<file path="config.mk">
export PLATFORM = sky130hd
export DESIGN_NAME = int_sequencer
export DESIGN_NICKNAME = d
export VERILOG_FILES = /design/src/rtl/int_sequencer.sv
export SDC_FILE = /design/constraint.sdc
export NUM_CORES = 1
export LEC_CHECK = 0
export BUFFER_PORTS_ARGS = -buffer_cell sky130_fd_sc_hd__buf_2
export CORE_AREA = 2 2 108 110
export CTS_BUF_LIST = sky130_fd_sc_hd__clkbuf_16
export DETAILED_ROUTE_END_ITERATION = 8
export DIE_AREA = 0 0 110 112
export PLACE_DENSITY = 0.69
export SYNTH_ARGS = -nofsm -noshare
export SYNTH_HDL_FRONTEND = slang
export SYNTH_SLANG_ARGS = --single-unit
</file>
<file path="constraint.sdc">
create_clock -name clk -period 3.6 [get_ports clk]
set_clock_uncertainty 0.05 [all_clocks]
set_input_delay 0.72 -clock clk [delete_from_list [all_inputs] [get_ports clk]]
set_output_delay 0.72 -clock clk [all_outputs]
set_load 0.01 [all_outputs]
</file>
<file path="src/rtl/int_sequencer.sv">
// Machine-mode trap sequencer.
//
// Watches the decode stage for ECALL/EBREAK/MRET and the external interrupt
// lines. When an event is taken it stalls the pipeline and writes
// mepc/mcause/mstatus (or only mstatus for MRET) in a fixed order. It then
// issues a one-cycle redirect strobe with the target address.
//
// Ports:
//   clk, rst       core clock, synchronous active-high reset
//   inst_i         instruction in decode
//   inst_addr_i    address of inst_i
//   jump_flag_i    execute stage is redirecting this cycle
//   jump_addr_i    execute redirect target
//   irq_i          level-sensitive external interrupt requests
//   csr_mtvec_i    current mtvec
//   csr_mepc_i     current mepc
//   csr_mstatus_i  current mstatus (bit 3 MIE, bit 7 MPIE)
//   hold_o         pipeline hold request
//   csr_we_o       CSR write enable (registered)
//   csr_waddr_o    CSR write address (registered)
//   csr_wdata_o    CSR write data (registered)
//   int_assert_o   one-cycle redirect strobe (registered)
//   int_addr_o     redirect target, valid with int_assert_o (registered, held)
module int_sequencer #(
    parameter int unsigned DATA_W  = 32,
    parameter int unsigned NUM_IRQ = 8
) (
    input  logic              clk,
    input  logic              rst,
    input  logic [DATA_W-1:0] inst_i,
    input  logic [DATA_W-1:0] inst_addr_i,
    input  logic              jump_flag_i,
    input  logic [DATA_W-1:0] jump_addr_i,
    input  logic [NUM_IRQ-1:0] irq_i,
    input  logic [DATA_W-1:0] csr_mtvec_i,
    input  logic [DATA_W-1:0] csr_mepc_i,
    input  logic [DATA_W-1:0] csr_mstatus_i,
    output logic              hold_o,
    output logic              csr_we_o,
    output logic [11:0]       csr_waddr_o,
    output logic [DATA_W-1:0] csr_wdata_o,
    output logic              int_assert_o,
    output logic [DATA_W-1:0] int_addr_o
);

    localparam logic [DATA_W-1:0] InstEcall  = DATA_W'(32'h0000_0073);
    localparam logic [DATA_W-1:0] InstEbreak = DATA_W'(32'h0010_0073);
    localparam logic [DATA_W-1:0] InstMret   = DATA_W'(32'h3020_0073);

    localparam logic [11:0] CsrMstatus = 12'h300;
    localparam logic [11:0] CsrMepc    = 12'h341;
    localparam logic [11:0] CsrMcause  = 12'h342;

    localparam logic [DATA_W-1:0] CauseEcall  = DATA_W'(11);
    localparam logic [DATA_W-1:0] CauseEbreak = DATA_W'(3);
    localparam logic [DATA_W-1:0] CauseIntBit = {1'b1, {(DATA_W-1){1'b0}}};

    typedef enum logic [2:0] {
        StIdle         = 3'd0,
        StWMepc        = 3'd1,
        StWMcause      = 3'd2,
        StWMstatus     = 3'd3,
        StAssert       = 3'd4,
        StWMstatusMret = 3'd5,
        StMretAssert   = 3'd6
    } state_e;

    state_e            state_q, state_d;
    logic [DATA_W-1:0] epc_q, epc_d;
    logic [DATA_W-1:0] cause_q, cause_d;
    logic              csr_we_q, csr_we_d;
    logic [11:0]       csr_waddr_q, csr_waddr_d;
    logic [DATA_W-1:0] csr_wdata_q, csr_wdata_d;
    logic              int_assert_q, int_assert_d;
    logic [DATA_W-1:0] int_addr_q, int_addr_d;

    logic              is_ecall, is_ebreak, is_mret, is_sync, irq_take, any_event;
    logic [4:0]        irq_idx;
    logic [DATA_W-1:0] mstatus_trap, mstatus_mret;

    // Event decode
    assign is_ecall  = (inst_i == InstEcall);
    assign is_ebreak = (inst_i == InstEbreak);
    assign is_mret   = (inst_i == InstMret);
    assign is_sync   = is_ecall | is_ebreak;
    assign irq_take  = (|irq_i) & csr_mstatus_i[3];
    assign any_event = is_sync | irq_take | is_mret;

    // Lowest set interrupt line wins; scanning downward lets the lowest
    // index overwrite any higher one.
    always_comb begin
        irq_idx = 5'd0;
        for (int i = NUM_IRQ - 1; i >= 0; i--) begin
            if (irq_i[i]) begin
                irq_idx = 5'(i);
            end
        end
    end

    // mstatus images for trap entry and MRET
    always_comb begin
        mstatus_trap    = csr_mstatus_i;
        mstatus_trap[7] = csr_mstatus_i[3];
        mstatus_trap[3] = 1'b0;

        mstatus_mret    = csr_mstatus_i;
        mstatus_mret[3] = csr_mstatus_i[7];
        mstatus_mret[7] = 1'b1;
    end

    // Next state and captured epc/cause
    always_comb begin
        state_d = state_q;
        epc_d   = epc_q;
        cause_d = cause_q;

        case (state_q)
            StIdle: begin
                if (is_sync) begin
                    epc_d   = inst_addr_i;
                    cause_d = is_ecall ? CauseEcall : CauseEbreak;
                    state_d = StWMepc;
                end else if (irq_take) begin
                    // A redirect in flight is the next instruction that would run.
                    epc_d   = jump_flag_i ? jump_addr_i : inst_addr_i;
                    cause_d = CauseIntBit | DATA_W'(5'd16 + irq_idx);
                    state_d = StWMepc;
                end else if (is_mret) begin
                    state_d = StWMstatusMret;
                end
            end
            StWMepc:        state_d = StWMcause;
            StWMcause:      state_d = StWMstatus;
            StWMstatus:     state_d = StAssert;
            StAssert:       state_d = StIdle;
            StWMstatusMret: state_d = StMretAssert;
            StMretAssert:   state_d = StIdle;
            default:        state_d = StIdle;
        endcase
    end

    // Outputs are registered, so they are derived from the state being
    // entered; this places each write in the cycle of its named state.
    always_comb begin
        csr_we_d     = 1'b0;
        csr_waddr_d  = 12'h000;
        csr_wdata_d  = '0;
        int_assert_d = 1'b0;
        int_addr_d   = int_addr_q;

        case (state_d)
            StWMepc: begin
                csr_we_d    = 1'b1;
                csr_waddr_d = CsrMepc;
                csr_wdata_d = epc_d;
            end
            StWMcause: begin
                csr_we_d    = 1'b1;
                csr_waddr_d = CsrMcause;
                csr_wdata_d = cause_q;
            end
            StWMstatus: begin
                csr_we_d    = 1'b1;
                csr_waddr_d = CsrMstatus;
                csr_wdata_d = mstatus_trap;
            end
            StAssert: begin
                int_assert_d = 1'b1;
                int_addr_d   = csr_mtvec_i;
            end
            StWMstatusMret: begin
                csr_we_d    = 1'b1;
                csr_waddr_d = CsrMstatus;
                csr_wdata_d = mstatus_mret;
            end
            StMretAssert: begin
                int_assert_d = 1'b1;
                int_addr_d   = csr_mepc_i;
            end
            default: ;
        endcase
    end

    always_ff @(posedge clk) begin
        if (rst) begin
            state_q      <= StIdle;
            epc_q        <= '0;
            cause_q      <= '0;
            csr_we_q     <= 1'b0;
            csr_waddr_q  <= 12'h000;
            csr_wdata_q  <= '0;
            int_assert_q <= 1'b0;
            int_addr_q   <= '0;
        end else begin
            state_q      <= state_d;
            epc_q        <= epc_d;
            cause_q      <= cause_d;
            csr_we_q     <= csr_we_d;
            csr_waddr_q  <= csr_waddr_d;
            csr_wdata_q  <= csr_wdata_d;
            int_assert_q <= int_assert_d;
            int_addr_q   <= int_addr_d;
        end
    end

    // Hold covers the detect cycle and every sequencing state except the
    // redirect cycle itself; suppressed while reset is applied.
    always_comb begin
        hold_o = 1'b0;
        if (!rst) begin
            case (state_q)
                StIdle:                 hold_o = any_event;
                StAssert, StMretAssert: hold_o = 1'b0;
                default:                hold_o = 1'b1;
            endcase
        end
    end

    assign csr_we_o     = csr_we_q;
    assign csr_waddr_o  = csr_waddr_q;
    assign csr_wdata_o  = csr_wdata_q;
    assign int_assert_o = int_assert_q;
    assign int_addr_o   = int_addr_q;

endmodule

</file>
==> impl_metrics.xml, run 1 <==
<?xml version="1.0" encoding="UTF-8"?>
<metrics>
  <group name="synth">
    <metric name="yosysWarnings" unit="">0</metric>
    <metric name="yosysUniqueCellTypes" unit="">45</metric>
    <metric name="netlist_instances" unit="">440</metric>
    <metric name="most_frequently_used_flop_master_after_synthesis" unit="">sky130_fd_sc_hd__dfxtp_1</metric>
    <metric name="synth_edf_count" unit="">0</metric>
    <metric name="synth.ff_latch_count" unit="">77</metric>
    <metric name="syn-cell-area" unit="um^2">3717</metric>
    <metric name="async_reset_ff_share" unit="%">0</metric>
    <metric name="syn-mean-instance-area" unit="um^2">8.448</metric>
    <metric name="ys_seq_area_share" unit="%">41.47</metric>
  </group>
  <group name="sta">
    <metric name="worst_slew_pin_slew" unit="ns">1.111</metric>
    <metric name="achievable-frequency" unit="GHz">0.3024</metric>
    <metric name="relSlewSlack" unit="%">25.90</metric>
    <metric name="final.min_clock_period" unit="ns">3.307</metric>
    <metric name="share_of_the_cycle_needed_by_the_critical_path_after_routing" unit="%">91.86</metric>
    <metric name="fin_tns_setup" unit="ns">0</metric>
    <metric name="finalSetupViolCount" unit="">0</metric>
    <metric name="finalMaxSlewViolations" unit="">0</metric>
    <metric name="grt_setup_unrepaired" unit="">false</metric>
    <metric name="hold_violations" unit="">0</metric>
  </group>
  <group name="setup_path">
    <metric name="cp_data_arrival_time" unit="ns">2.54</metric>
    <metric name="setup.worst_path.class" unit="">input pin to primary output</metric>
    <metric name="req_time_crit_path" unit="ns">2.83</metric>
    <metric name="critPathMaxFanout" unit="">7</metric>
    <metric name="worstSetupStartpointType" unit="">input pin</metric>
    <metric name="crit_path_end_kind" unit="">primary output</metric>
  </group>
  <group name="power_and_ir_drop">
    <metric name="clock_power_share" unit="%">38.6</metric>
    <metric name="total_switching_power" unit="uW">623.6</metric>
    <metric name="p_comb_share" unit="%">20.4</metric>
    <metric name="p_leak" unit="uW">0.002481</metric>
    <metric name="p_per_area" unit="nW/um^2">423.4</metric>
    <metric name="p_int" unit="uW">1640</metric>
    <metric name="share_seq_of_total_power" unit="%">41.0</metric>
    <metric name="vdd.ir_drop.worst" unit="mV">0.2621</metric>
    <metric name="switching_share" unit="%">27.55</metric>
  </group>
  <group name="clock_network">
    <metric name="path_clk_slew" unit="ns">0.06</metric>
    <metric name="cts-root-buf" unit="">sky130_fd_sc_hd__clkbuf_16</metric>
    <metric name="cts_buffers" unit="">9</metric>
    <metric name="tritoncts" unit="">yes</metric>
    <metric name="postCtsHoldBufs" unit="">0</metric>
    <metric name="ctsHtreeMaxLevel" unit="">3</metric>
    <metric name="cts_resized" unit="">0</metric>
    <metric name="cts.sinks" unit="">77</metric>
    <metric name="post-cts-setup-buffer-count" unit="">0</metric>
    <metric name="cts_buffer_depth" unit="">2</metric>
    <metric name="clock_insertion_delay_worst_skew" unit="ns">0.32</metric>
  </group>
  <group name="cells_and_area">
    <metric name="final_nets" unit="">891</metric>
    <metric name="final_cells" unit="">836</metric>
    <metric name="nFillCells" unit="">1091</metric>
    <metric name="area_growth" unit="%">43.82</metric>
    <metric name="diode_insertion_count_for_antenna_repair" unit="">0</metric>
    <metric name="post_route_cells_drive_above_1_share" unit="%">48.63</metric>
  </group>
  <group name="floorplan">
    <metric name="coreArea" unit="um^2">11170</metric>
    <metric name="floorplan.rows" unit="">39</metric>
    <metric name="die_w" unit="um">110</metric>
    <metric name="design.die.area" unit="um^2">12320</metric>
    <metric name="die-height" unit="um">112</metric>
    <metric name="initial_core_util" unit="%">33.27</metric>
    <metric name="ios" unit="">282</metric>
  </group>
  <group name="grt">
    <metric name="global_route_wire_length_before_repair" unit="um">18460</metric>
    <metric name="grt_overflow" unit="">0</metric>
    <metric name="number_of_global_route_vias_before_repair" unit="">4045</metric>
    <metric name="global_route_usage_over_all_layers" unit="%">18.80</metric>
    <metric name="grt_start_max_net_pins" unit="">67</metric>
    <metric name="antenna_found_initial" unit="">0</metric>
  </group>
  <group name="route">
    <metric name="detailroute.via_count" unit="">4175</metric>
    <metric name="drc_errors" unit="">0</metric>
    <metric name="detailroute.wirelength.met3" unit="um">938</metric>
    <metric name="detail-route-antenna-nets" unit="">0</metric>
    <metric name="routedLengthMet1" unit="um">4794</metric>
    <metric name="drt-initial-drc-count" unit="">250</metric>
    <metric name="routedWlPerCell" unit="um">14.48</metric>
    <metric name="wl_met2" unit="um">6172</metric>
    <metric name="firstDrtPassIters" unit="">4</metric>
    <metric name="top_layer_used" unit="">met4</metric>
    <metric name="via_per_inst" unit="">4.994</metric>
    <metric name="drt-total-wl" unit="um">12110</metric>
  </group>
  <group name="worst_hold_path">
    <metric name="hold_path.class" unit="">flop to flop</metric>
  </group>
  <group name="outcome">
    <metric name="status" unit="">finished clean</metric>
  </group>
  <group name="job">
    <metric name="drv_cap" unit="">0</metric>
  </group>
  <group name="placement">
    <metric name="placed_cells_incl_taps" unit="">820</metric>
    <metric name="buffer_ports.inserted" unit="">274</metric>
    <metric name="routabilityCongestion" unit="">0.7985</metric>
    <metric name="total_half_perimeter_wirelength_after_legalization_and_detailed_placement" unit="um">9282</metric>
  </group>
</metrics>
[metrics by stage]
step	util, %	power [uW]	hold WS [ns]	instance area [um^2]	setup WS (ns)
floorplan	-	1224	0.3860	3740	0.4195
global placement	45.22	1399	0.4270	5054	0.3156
detailed placement	45.22	1409	0.4248	5054	0.2719
CTS	47.84	2293	0.4327	5346	0.2605
global route	47.84	2380	0.4657	5346	0.1653
finish	47.84	2264	0.4289	5346	0.2929
[placed cells by master, fill, tap and decap left out, drive strengths merged, types with 2 or more instances in the layout]
master	instances
conb	7
and2	2
o21a	3
and3	3
or4	4
a22oi	34
a21oi	43
clkbuf	9
a31oi	2
dfxtp	77
o21ai	5
nand3	34
nor4	4
nand2b	2
clkinvlp	2
a311oi	33
nor2	46
nand2	66
clkinv	3
nor2b	3
inv	7
buf	282
nor3	8
[Yosys cell counts (2+ instances only)]
cell type                  count  area [um^2]
sky130_fd_sc_hd__a21oi_1      14        70.07
sky130_fd_sc_hd__a21oi_2      29        254.0
sky130_fd_sc_hd__a22oi_1      34        255.2
sky130_fd_sc_hd__a311oi_1     32        280.3
sky130_fd_sc_hd__a31oi_1       2        12.51
sky130_fd_sc_hd__and2_1        2        12.51
sky130_fd_sc_hd__and3_1        3        18.77
sky130_fd_sc_hd__buf_1         6        22.52
sky130_fd_sc_hd__buf_2         2        10.01
sky130_fd_sc_hd__buf_4        10        75.07
sky130_fd_sc_hd__buf_6        12        135.1
sky130_fd_sc_hd__clkbuf_1     21        78.83
sky130_fd_sc_hd__dfxtp_1      77         1541
sky130_fd_sc_hd__inv_1         6        22.52
sky130_fd_sc_hd__nand2_1      66        247.7
sky130_fd_sc_hd__nand2b_1      2        12.51
sky130_fd_sc_hd__nand3_1      34        170.2
sky130_fd_sc_hd__nor2_1       46        172.7
sky130_fd_sc_hd__nor2b_1       3        18.77
sky130_fd_sc_hd__nor3_1        8        40.04
sky130_fd_sc_hd__nor4_1        3        18.77
sky130_fd_sc_hd__o21a_1        2        15.01
sky130_fd_sc_hd__o21ai_0       2        10.01
sky130_fd_sc_hd__or4_1         3        22.52
[power groups by stage]
stage / registers, uW / clock network [uW] / logic, uW
after floorplan: 968 / 0 / 256
after global placement: 944 / 0 / 454
after detailed placement: 946 / 0 / 464
after CTS: 927 / 900 / 465
after global routing: 933 / 939 / 509
final: 927 / 874 / 462
[cells by family (layout without fill, tap and decap cells)]
kind of cell              after synthesis  count (layout)  share of synthesized area, %
AOI/OAI and AO/OA                     124             124                         26.62
muxes                                   1               1                        0.2693
xor gates and xnor gates                1               1                        0.2357
buffers and inverters                  57             304                         9.256
and+or+nand+nor                       179             179                         22.05
DFF                                    77              77                         41.47
other                                   1               7                        0.1009
[flip-flops by register name, summed over array words and instances (netlist names)]
| signal | cells |
|---|---|
| csr_wdata_o | 32 |
| int_addr_o | 32 |
| cause_q | 5 |
| csr_waddr_o | 4 |
| state_q | 3 |
| int_assert_o | 1 |
[worst max-delay path, stage by stage]
cell,delay (ns)
sky130_fd_sc_hd__buf_2,0.10
sky130_fd_sc_hd__or4_4,0.52
sky130_fd_sc_hd__nor4_2,0.32
sky130_fd_sc_hd__and3_1,0.24
sky130_fd_sc_hd__o21ai_2,0.12
sky130_fd_sc_hd__and2_1,0.22
sky130_fd_sc_hd__a21oi_1,0.13
sky130_fd_sc_hd__buf_2,0.16
[routing by layer]
| metal | vias up | track usage [%] |
|---|---|---|
| met5 | - | 0 |
| met4 | 0 | 6.498 |
| met3 | 19 | 3.981 |
| met2 | 181 | 35.30 |
| met1 | 1906 | 20.24 |
| li1 | 2069 | - |
[area by class of cell]
cell class | count | area [um^2] | area share, %
clock buffers | 9 | 225.2 | 4.212
repair buffers | 282 | 1444 | 27.01
multi-input cells | 312 | 1867 | 34.92
well taps | 143 | 178.9 | 3.347
flip-flops and latches | 77 | 1541 | 28.83
clock inverters | 7 | 67.56 | 1.264
inverters | 6 | 22.52 | 0.4212
[worst paths after layout]
check,from,to,slack [ns],cells past startpoint
max reg2reg,state_q[2],int_addr_o[4],1.11,6
min,cause_q[1],cause_q[1],0.43,2
max,inst_i[9],hold_o,0.29,8
min reg2reg,cause_q[1],cause_q[1],0.43,2
Power figures use the tool's default switching activity.
==> run 2, diff against run 1 <==
==> constraint.sdc (replaced) <==
create_clock -name clk -period 3.6 [get_ports clk]
set_clock_uncertainty 0.05 [all_clocks]
set_input_delay 0.18 -clock clk [delete_from_list [all_inputs] [get_ports clk]]
set_output_delay 0.18 -clock clk [all_outputs]
set_load 0.01 [all_outputs]
==> impl_metrics.xml, run 2 (same netlist as run 1, synthesis figures left out) <==
<?xml version="1.0" encoding="UTF-8"?>
<metrics>
  <group name="outcome">
    <metric name="status" unit="">finished clean</metric>
  </group>
  <group name="cells_and_area">
    <metric name="post_route_cells_drive_above_1_share" unit="%">48.11</metric>
    <metric name="layout.cells.most_common_list" unit="">sky130_fd_sc_hd__buf_2, sky130_fd_sc_hd__dfxtp_1, sky130_fd_sc_hd__nand2_1</metric>
    <metric name="multi_input_comb_area" unit="um^2">1867</metric>
    <metric name="mostFrequentLayoutCell" unit="">sky130_fd_sc_hd__buf_2</metric>
    <metric name="nFillCells" unit="">1142</metric>
    <metric name="final_nets" unit="">886</metric>
    <metric name="area_growth" unit="%">41.84</metric>
    <metric name="diode_insertion_count_for_antenna_repair" unit="">0</metric>
    <metric name="finalCoreUtilization" unit="%">47.18</metric>
    <metric name="area_taken_by_flip_flops_and_latches" unit="um^2">1541</metric>
  </group>
  <group name="job">
    <metric name="drv_cap" unit="">0</metric>
  </group>
  <group name="sta">
    <metric name="final.min_clock_period" unit="ns">2.509</metric>
    <metric name="hold_violations" unit="">0</metric>
    <metric name="finalWorstSetupSlack" unit="ns">1.091</metric>
    <metric name="finalMaxSlewViolations" unit="">0</metric>
    <metric name="grt_setup_unrepaired" unit="">false</metric>
    <metric name="finalSetupViolCount" unit="">0</metric>
    <metric name="worst_slew_pin_slew" unit="ns">1.119</metric>
    <metric name="share_of_the_cycle_needed_by_the_critical_path_after_routing" unit="%">69.70</metric>
    <metric name="achievable-frequency" unit="GHz">0.3985</metric>
    <metric name="relSlewSlack" unit="%">25.22</metric>
    <metric name="fin_tns_setup" unit="ns">0</metric>
    <metric name="whs" unit="ns">0.05647</metric>
  </group>
  <group name="route">
    <metric name="firstDrtPassIters" unit="">5</metric>
    <metric name="drc_errors" unit="">0</metric>
    <metric name="drt-total-wl" unit="um">12060</metric>
    <metric name="detailroute.via_count" unit="">4205</metric>
    <metric name="detail-route-antenna-nets" unit="">0</metric>
    <metric name="via_per_inst" unit="">5.060</metric>
    <metric name="routedWlPerCell" unit="um">14.52</metric>
    <metric name="drt-initial-drc-count" unit="">198</metric>
  </group>
  <group name="setup_path">
    <metric name="setup.worst_path.class" unit="">input pin to primary output</metric>
    <metric name="worst_path_largest_cell_delay" unit="ns">0.52</metric>
    <metric name="cp_data_arrival_time" unit="ns">2.28</metric>
    <metric name="critical_path.cell_chain" unit="">buf_2, or4_4, nor4_2, and3_1, o21ai_2, and2_1, a21oi_1, buf_2</metric>
    <metric name="worst_path_most_repeated_cell" unit="">sky130_fd_sc_hd__buf_2</metric>
    <metric name="worstSetupStartpointType" unit="">input pin</metric>
    <metric name="req_time_crit_path" unit="ns">3.37</metric>
    <metric name="critPathMaxFanout" unit="">9</metric>
    <metric name="path_buf_inv" unit="">2</metric>
    <metric name="timing.critical_path.slowest_stage_cell" unit="">sky130_fd_sc_hd__or4_4</metric>
    <metric name="crit_path_end_kind" unit="">primary output</metric>
    <metric name="worst_path_dominant_cell_family" unit="">simple AND/OR/NAND/NOR gates</metric>
  </group>
  <group name="floorplan">
    <metric name="die-height" unit="um">112</metric>
    <metric name="coreArea" unit="um^2">11170</metric>
    <metric name="die_w" unit="um">110</metric>
    <metric name="floorplan.rows" unit="">39</metric>
    <metric name="ios" unit="">282</metric>
    <metric name="initial_core_util" unit="%">33.27</metric>
    <metric name="design.die.area" unit="um^2">12320</metric>
  </group>
  <group name="grt">
    <metric name="grt_overflow" unit="">0</metric>
    <metric name="grt_start_max_net_pins" unit="">67</metric>
    <metric name="global_route_wire_length_before_repair" unit="um">18560</metric>
    <metric name="antenna_found_initial" unit="">0</metric>
    <metric name="global_route_usage_over_all_layers" unit="%">19.00</metric>
    <metric name="number_of_global_route_vias_before_repair" unit="">4023</metric>
  </group>
  <group name="power_and_ir_drop">
    <metric name="p_int" unit="uW">1562</metric>
    <metric name="vdd.ir_drop.worst" unit="mV">0.2810</metric>
    <metric name="p_comb_share" unit="%">20.6</metric>
    <metric name="p_per_area" unit="nW/um^2">415.9</metric>
    <metric name="total_switching_power" unit="uW">630.5</metric>
    <metric name="switching_share" unit="%">28.75</metric>
    <metric name="clock_power_share" unit="%">37.1</metric>
    <metric name="p_leak" unit="uW">0.002435</metric>
    <metric name="share_seq_of_total_power" unit="%">42.3</metric>
  </group>
  <group name="worst_hold_path">
    <metric name="hold_path.class" unit="">input pin to flop</metric>
  </group>
  <group name="clock_network">
    <metric name="postCtsHoldBufs" unit="">0</metric>
    <metric name="tritoncts" unit="">yes</metric>
    <metric name="ctsHtreeMaxLevel" unit="">3</metric>
    <metric name="cts_buffers" unit="">9</metric>
    <metric name="cts.sinks" unit="">77</metric>
    <metric name="post-cts-setup-buffer-count" unit="">0</metric>
    <metric name="clock_insertion_delay_worst_skew" unit="ns">0.33</metric>
    <metric name="cts_buffer_depth" unit="">2</metric>
    <metric name="path_clk_slew" unit="ns">0.06</metric>
    <metric name="cts_resized" unit="">0</metric>
    <metric name="cts-root-buf" unit="">sky130_fd_sc_hd__clkbuf_16</metric>
  </group>
  <group name="placement">
    <metric name="total_half_perimeter_wirelength_after_legalization_and_detailed_placement" unit="um">9143</metric>
    <metric name="routabilityCongestion" unit="">0.8442</metric>
    <metric name="buffer_ports.inserted" unit="">274</metric>
    <metric name="post-place-ws" unit="ns">0.8667</metric>
  </group>
</metrics>
run 2: area by class of cell:
type | count | area share (%)
multi-input combinational | 312 | 35.41
sequential | 77 | 29.24
timing repair buffer | 277 | 26.44
clock buffer | 9 | 4.271
tap | 143 | 3.393
clock inverter | 7 | 0.8306
inverter | 6 | 0.4271
run 2: tightest hold or removal path: cells and delay by family:
| kind | cells | cell delay (ns) |
|---|---|---|
| buf+inv | 1 | 0.10 |
| simple gates | 1 | 0.06 |
| compound gates | 1 | 0.05 |
run 2: metal layers:
metal | routed length [um] | global-route usage, %
met2 | 6060 | 34.52
met4 | 231 | 7.511
met5 | 0 | 0
met3 | 1047 | 3.864
met1 | 4724 | 21.17
run 2: stage by stage:
stage	power (uW)	cell area (um^2)	std cells
4_1_cts	2227	5273	831
6_report	2193	5273	831
3_3_place_gp	1391	5004	815
3_5_place_dp	1401	5004	815
2_1_floorplan	1224	3740	446
5_1_grt	2314	5273	831
run 2: worst paths after layout:
path                                   startpoint               to  slack (ns)  depth (start not counted)
worst max-delay path                    inst_i[9]           hold_o        1.09                          8
worst max register to register         state_q[0]    int_addr_o[9]        1.13                          4
worst min register to register         cause_q[1]       cause_q[1]        0.43                          2
worst min-delay path            csr_mstatus_i[13]  csr_wdata_o[13]        0.06                          3
run 2: power by group through the flow:
| stage | combinational, uW | clock (uW) | sequential [uW] |
|---|---|---|---|
| detailed placement | 455 | 0 | 947 |
| CTS | 456 | 842 | 928 |
| global placement | 446 | 0 | 945 |
| finish | 452 | 813 | 928 |
| global route | 500 | 880 | 934 |
| floorplan | 256 | 0 | 968 |
